<file path="src/rtl/delay_line_seq.sv">
// Sequencer for an enable-gated pixel delay line: drives the clock enable, carries
// valid/SOF/EOL tags alongside the pipeline, and flushes DELAY bubbles at end of line.
module delay_line_seq #(
  parameter int DELAY  = 4,
  parameter int LCNT_W = 11
) (
  input  logic              clk,
  input  logic              rst_n,
  input  logic              i_valid,
  input  logic              i_sof,
  input  logic              i_eol,
  input  logic              i_eof,
  output logic              o_ready,
  output logic              o_ce,
  output logic              o_valid,
  output logic              o_sof,
  output logic              o_eol,
  output logic              o_busy,
  output logic              o_err,
  output logic [LCNT_W-1:0] o_lines
);

  localparam int CNT_W = (DELAY > 1) ? $clog2(DELAY) : 1;
  localparam logic [CNT_W-1:0] CNT_LAST = CNT_W'(DELAY - 1);

  typedef enum logic [1:0] {IDLE, RUN, DRAIN} state_t;

  state_t              state_q, state_d;
  logic                eof_q, eof_d;
  logic [CNT_W-1:0]    cnt_q, cnt_d;
  logic [LCNT_W-1:0]   lines_q, lines_d;
  logic [DELAY-1:0]    vtag_q, vtag_d;
  logic [DELAY-1:0]    stag_q, stag_d;
  logic [DELAY-1:0]    etag_q, etag_d;
  logic                vld_q, vld_d;
  logic                sof_q, sof_d;
  logic                eol_q, eol_d;
  logic                err_q, err_d;
  logic                ce, ready, busy;
  logic                tv_in, ts_in, te_in;

  function automatic logic [LCNT_W-1:0] sat_inc(input logic [LCNT_W-1:0] v);
    return (v == '1) ? v : v + 1'b1;
  endfunction

  always_comb begin
    state_d = state_q;
    eof_d   = eof_q;
    cnt_d   = cnt_q;
    lines_d = lines_q;
    ce      = 1'b0;
    ready   = 1'b1;
    busy    = 1'b0;
    err_d   = 1'b0;
    tv_in   = 1'b0;
    ts_in   = 1'b0;
    te_in   = 1'b0;
    case (state_q)
      IDLE: begin
        if (i_valid) begin
          // Only a start-of-frame beat may open a frame; anything else is dropped.
          if (i_sof) begin
            ce      = 1'b1;
            tv_in   = 1'b1;
            ts_in   = 1'b1;
            te_in   = i_eol;
            lines_d = '0;
            if (i_eol) begin
              state_d = DRAIN;
              eof_d   = i_eof;
            end else begin
              state_d = RUN;
            end
          end else begin
            err_d = 1'b1;
          end
          if (i_eof && !i_eol) err_d = 1'b1;
        end
      end
      RUN: begin
        ce = i_valid;
        if (i_valid) begin
          tv_in = 1'b1;
          ts_in = i_sof;
          te_in = i_eol;
          if (i_sof || (i_eof && !i_eol)) err_d = 1'b1;
          if (i_eol) begin
            state_d = DRAIN;
            eof_d   = i_eof;
          end
        end
      end
      DRAIN: begin
        ready = 1'b0;
        ce    = 1'b1;
        busy  = 1'b1;
        cnt_d = cnt_q + 1'b1;
        if (cnt_q == CNT_LAST) begin
          cnt_d   = '0;
          lines_d = sat_inc(lines_q);
          state_d = eof_q ? IDLE : RUN;
        end
      end
      default: state_d = IDLE;
    endcase

    vtag_d = vtag_q;
    stag_d = stag_q;
    etag_d = etag_q;
    if (ce) begin
      vtag_d[0] = tv_in;
      stag_d[0] = ts_in;
      etag_d[0] = te_in;
      for (int i = 1; i < DELAY; i++) begin
        vtag_d[i] = vtag_q[i-1];
        stag_d[i] = stag_q[i-1];
        etag_d[i] = etag_q[i-1];
      end
    end
    vld_d = ce && vtag_d[DELAY-1];
    sof_d = vld_d && stag_d[DELAY-1];
    eol_d = vld_d && etag_d[DELAY-1];
  end

  always_ff @(posedge clk or negedge rst_n) begin
    if (!rst_n) begin
      state_q <= IDLE;
      eof_q   <= 1'b0;
      cnt_q   <= '0;
      lines_q <= '0;
      vtag_q  <= '0;
      stag_q  <= '0;
      etag_q  <= '0;
      vld_q   <= 1'b0;
      sof_q   <= 1'b0;
      eol_q   <= 1'b0;
      err_q   <= 1'b0;
    end else begin
      state_q <= state_d;
      eof_q   <= eof_d;
      cnt_q   <= cnt_d;
      lines_q <= lines_d;
      vtag_q  <= vtag_d;
      stag_q  <= stag_d;
      etag_q  <= etag_d;
      vld_q   <= vld_d;
      sof_q   <= sof_d;
      eol_q   <= eol_d;
      err_q   <= err_d;
    end
  end

  assign o_ready = ready;
  assign o_ce    = ce;
  assign o_busy  = busy;
  assign o_valid = vld_q;
  assign o_sof   = sof_q;
  assign o_eol   = eol_q;
  assign o_err   = err_q;
  assign o_lines = lines_q;

endmodule

</file>
<file path="config.mk">
export PLATFORM = sky130hd
export DESIGN_NAME = delay_line_seq
export DESIGN_NICKNAME = d
export VERILOG_FILES = /design/src/rtl/delay_line_seq.sv
export SDC_FILE = /design/constraint.sdc
export NUM_CORES = 1
export LEC_CHECK = 0
export CAP_MARGIN = 10
export CORE_MARGIN = 3
export CORE_UTILIZATION = 40
export CTS_CLUSTER_SIZE = 12
export DETAILED_ROUTE_END_ITERATION = 6
export PLACE_DENSITY_LB_ADDON = 0.15
export SYNTH_ARGS = -nofsm -noshare
export SYNTH_HDL_FRONTEND = slang
export SYNTH_SLANG_ARGS = --single-unit
</file>
<file path="constraint.sdc">
create_clock -name clk -period 3.9 [get_ports clk]
set_clock_uncertainty 0.2 [all_clocks]
set_input_delay 0.39 -clock clk [delete_from_list [all_inputs] [get_ports clk]]
set_output_delay 0.39 -clock clk [all_outputs]
set_load 0.02 [all_outputs]
</file>
# Word level (Yosys, flattened, before mapping)
# Cells that the tools add are included.
[op_classes]
add_sub_neg = 2
eq_ne = 10
muxes = 41
n_reduce_logical = 12
[op_table]
columns = ["op", "count"]
rows = [
  ["11-bit two-way mux", 4],
  ["11-bit case mux with 2 select lines", 1],
  ["1-bit two-way mux", 19],
  ["2-bit two-way mux", 7],
  ["4-bit two-way mux", 3],
  ["2-bit inequality test, second input constant", 6],
  ["11-bit by 1-bit adder with 11-bit output, second input constant", 1],
  ["11-bit == test, second input constant", 1],
  ["1-bit case mux with 2 select lines", 5],
  ["5-bit AND reduction", 2],
  ["2-bit case mux with 3 select lines", 1],
  ["2-bit == test, second input constant", 2],
  ["1-bit logical AND", 4],
  ["4-bit AND reduction", 1],
  ["2-bit nonzero test", 2],
  ["1-bit case mux with 3 select lines", 1],
  ["2-bit by 1-bit adder with 2-bit output, second input constant", 1],
  ["2-bit by 1-bit == test with 1-bit output, second input constant", 1],
  ["2-bit logical NOT", 1],
  ["1-bit logical NOT", 1],
  ["1-bit logical OR", 1],
]
[totals]
ff_bits = 32
in_bits = 6
out_inout_bits = 18
wordCells = 79

# Depth between registers and ports, before layout
[depth]
word_depth = 6
mapped_depth = 6
ltp_nobuf = 5

# Worst setup path after synthesis
# Ideal clock, no wire load.
[synth_path]
kind = "reg-to-reg"
startpoint = "reg lines_q[0], in the netlist o_lines[0]"
endpoint = "reg lines_q[0], in the netlist o_lines[0]"
t_arrival_ps = 1622
required_ps = 3582
slack_ps = 1960
stages_incl_launch_ff = 7
n_path_buf = 1
synth_period_minus_slack_ps = 1940
path_cell_list = "dfrtp_1 ha_1 nand3_1 nor4_4 buf_6 nor4_1 a21o_1"
[synth_via]
elab_chain_cells = 4
word_cells_on_any_way = 7
classes_between = "1 x add/sub; 2 x eq/ne; 3 x mux; 1 x reduce/logical"
[synth_rtl]
columns = ["item", "line_no", "text"]
rows = [
  ["start, declared", "31", "logic [LCNT_W-1:0] lines_q, lines_d;"],
  ["start signal, assigned", "142", "lines_q <= lines_d;"],
  ["11-bit by 1-bit adder with 11-bit output", "43", "return (v == '1) ? v : v + 1'b1;"],
  ["11-bit two-way mux", "43", ""],
  ["11-bit two-way mux", "98", "if (cnt_q == CNT_LAST) begin"],
  ["11-bit case mux with 2 select lines", "58", "case (state_q)"],
]
# Parallel ways exist; a longest one is shown, timed or not. The select of a mux whose other input is x is not followed.
# A chain may end at the register's enable or synchronous reset.

# Final worst setup path
[layout_path]
startpoint = "reg state_q[1]"
endpoint = "out o_ce"
[layout_via]
elab_chain_cells = 2
word_cells_on_any_way = 4
classes_between = "2 x eq/ne; 1 x mux; 1 x reduce/logical"
[layout_rtl]
columns = ["item", "line_no", "text"]
rows = [
  ["start, declared", "28", "state_t state_q, state_d;"],
  ["start signal, assigned", "139", "state_q <= state_d;"],
  ["2-bit == test, or another cell as far along", "58", ""],
  ["1-bit case mux with 3 select lines *", "58", ""],
  ["end, declared", "14", "output logic o_ce,"],
]
# Every way passes the cells marked *; elsewhere a longest branch is shown, timed or not.

==> flow_summary.toml <==
[power]
p_leak_nw = 0.742
p_per_area_mw_per_mm2 = 610
irDropWorstVdd_mv = 0.416

[synthesis]
syn_nets = 145
yosysTopAreaCell = "dfrtp_1"
synth_area_mm2 = 0.00143
async_flop_share_pct = 100
synth_common_cells = "29 x dfrtp_1, 14 x nand2_1, 11 x a21oi_1"
synth_edf_count = 0
syn_inst = 137
syn_area_per_cell_um2 = 10.4
ys_seq_elements = 29
synth.most_common_cell = "dfrtp_1"
synth_top_area_share_pct = 50.9
yosysUniqueCellTypes = 37
ys_warn_count = 0
netlist_top_cells_area = "dfrtp_1 51%, mux2_2 6.3%, o31ai_1 4.2%"
ys.flop_type = "dfrtp_1"
ys_seq_area_share_pct = 50.9

[setup_path]
path_class = "reg2out"
cp_max_fo = 16
cp_data_arrival_time_ns = 2.23
endpoint_kind = "primary output"
r2r_slack_ns = 1.72
crit-reg2reg-launch = "o_lines[0]$_DFFE_PN0P_"
cp.required_ns = 3.31
startpoint_type = "flip-flop"
reg2regPathDepth = 5
timing.rr.end = "o_lines[5]$_DFFE_PN0P_"

[timing]
finalSetupViolCount = 0
worst-slew-pin-transition_ns = 0.817
slew_violations = 0
hold_violations = 0
rsz0062_at_grt = "no"
finalCritPeriodShare_pct = 72.4
fin_tns_setup_ns = 0
fmax_ghz = 0.354
slew_headroom_pct = 45.2
finalCriticalPeriod_ns = 2.82

[placement]
place_inst = 201
hpwlAfterDp_um = 1900
port_buffers = 23
gp_congestion = 0.829

[route]
wl_per_cell_um = 13.5
ant_nets = 0
wirelength_um = 2820
drtPass1Iterations = 5
num_vias = 1163
viasPerCell = 5.56
drt_iter0_markers = 51
drc = 0

[clock_network]
cts_resized = 0
cts_inserted_buffers = 5
cts_tree = "yes"
cts_setup_buffers = 0
clkTransAtPathRegs_ns = 0.10
cts.sinks = 29
cts_root_buf = "clkbuf_4"
clock_latency_ns = 0.33
cts.hold.buffers_added = 0
clockBufferDepth = 2
htree_levels = 2

[cells_and_area]
final_cells = 209
final_layout_size_suffix_gt1_share_pct = 12.9
regArea_um2 = 726
multiInputGateArea_um2 = 638
fill_cells = 329
syn_to_final_growth_pct = 22.5
antenna_cells = 0
fin_nets = 170

[die]
rows = 21
core_mm2 = 0.00339
dieHeight_um = 65.7
dieArea_mm2 = 0.00432
initial_utilization_pct = 42.1
die_w_um = 65.7
ios = 24

[worst_hold_path]
min_path_type = "in2async"

[global_routing]
grt_pass1_vias = 1022
grt_overflow_total = 0
grt_max_degree = 30
grt_usage_pct = 15.1
antenna_found_initial = 0
grt_pass1_wl_um = 4840

[outcome]
outcome = "completed"

[flow_run]
cap_violations = 0
placed cells by master (no fill, tap or decap), types with 3 or more instances in the layout:
master | Yosys | final
clkbuf_4 | 0 | 5
a21oi_1 | 11 | 11
buf_4 | 1 | 3
nand3_1 | 4 | 4
nand2_1 | 14 | 14
o21ai_0 | 6 | 6
o31ai_1 | 8 | 8
a21o_1 | 3 | 3
inv_1 | 5 | 5
or4_1 | 8 | 8
mux2_2 | 8 | 8
dfrtp_1 | 29 | 29
and3_1 | 3 | 3
clkdlybuf4s50_1 | 0 | 23
nor2_1 | 5 | 5
logic make-up after synthesis:
group,Yosys count,share of synthesized area (%)
AO/OA/AOI/OAI,35,15.4
buffers and inverters,13,4.39
adder cells (fa/ha/maj),2,1.75
AND/OR/NAND/NOR,50,21.2
multiplexers,8,6.32
flip-flops,29,50.9
per-stage QoR:
| step | total power [mW] | area (µm²) | hold slack (ns) | utilization (%) | setup WS, ns |
|---|---|---|---|---|---|
| after floorplan | 0.753 | 1430 | -0.106 | - | 1.96 |
| after global placement | 0.887 | 1690 | 0.251 | 49.9 | 1.16 |
| after detailed placement | 0.902 | 1690 | 0.255 | 49.9 | 1.14 |
| after CTS | 1.08 | 1750 | 0.245 | 51.6 | 1.05 |
| after global routing | 1.15 | 1750 | 0.244 | 51.6 | 0.892 |
| final | 1.07 | 1750 | 0.229 | 51.6 | 1.08 |
sequential cells by signal (all words and copies together) (netlist names):
signal and cells:
o_lines 11, etag_q 3, stag_q 3, vtag_q 3
cnt_q 2, state_q 2, eof_q 1, o_eol 1
o_err 1, o_sof 1, o_valid 1
metal layers:
metal	GRT usage [%]	vias up	part of all wire (%)
li1	-	569	-
met3	6.15	5	4.8
met1	19.5	562	49
met2	21.8	27	44
met5	0	-	0
met4	6.99	0	1.9
worst max-delay path by stage:
| stage | from | to | slack [ns] |
|---|---|---|---|
| after CTS | state_q[1]$_DFFE_PN0P_ | o_ce | 1.05 |
| after detailed placement | i_valid | o_ce | 1.14 |
| after global placement | i_valid | o_ce | 1.16 |
| final | state_q[1]$_DFFE_PN0P_ | o_ce | 1.08 |
| after floorplan | o_lines[0]$_DFFE_PN0P_ | o_lines[0]$_DFFE_PN0P_ | 1.96 |
| after global routing | state_q[1]$_DFFE_PN0P_ | o_ce | 0.89 |
report_power, final:
part / internal (mW) / total (mW) / switching [mW]
clock: 0.0678 / 0.178 / 0.110
sequential: 0.396 / 0.485 / 0.0888
combinational: 0.205 / 0.403 / 0.198
total: 0.669 / 1.07 / 0.397
final cells by class:
type / count / share of cell area (%)
clock inverters: 3 / 1.00
flip-flops and latches: 29 / 41.5
multi-input cells: 95 / 36.5
repair buffers: 26 / 14.5
clock buffers: 5 / 2.15
inverters: 5 / 1.07
well taps: 46 / 3.29
worst max-delay path: stages, from the launching register on:
cell,delay (ns)
dfrtp_1,0.62
nand2b_1,0.32
o21ai_1,0.16
buf_4,0.18
clkdlybuf4s50_1,0.61
No activity file was read; power rests on OpenSTA's default activity.
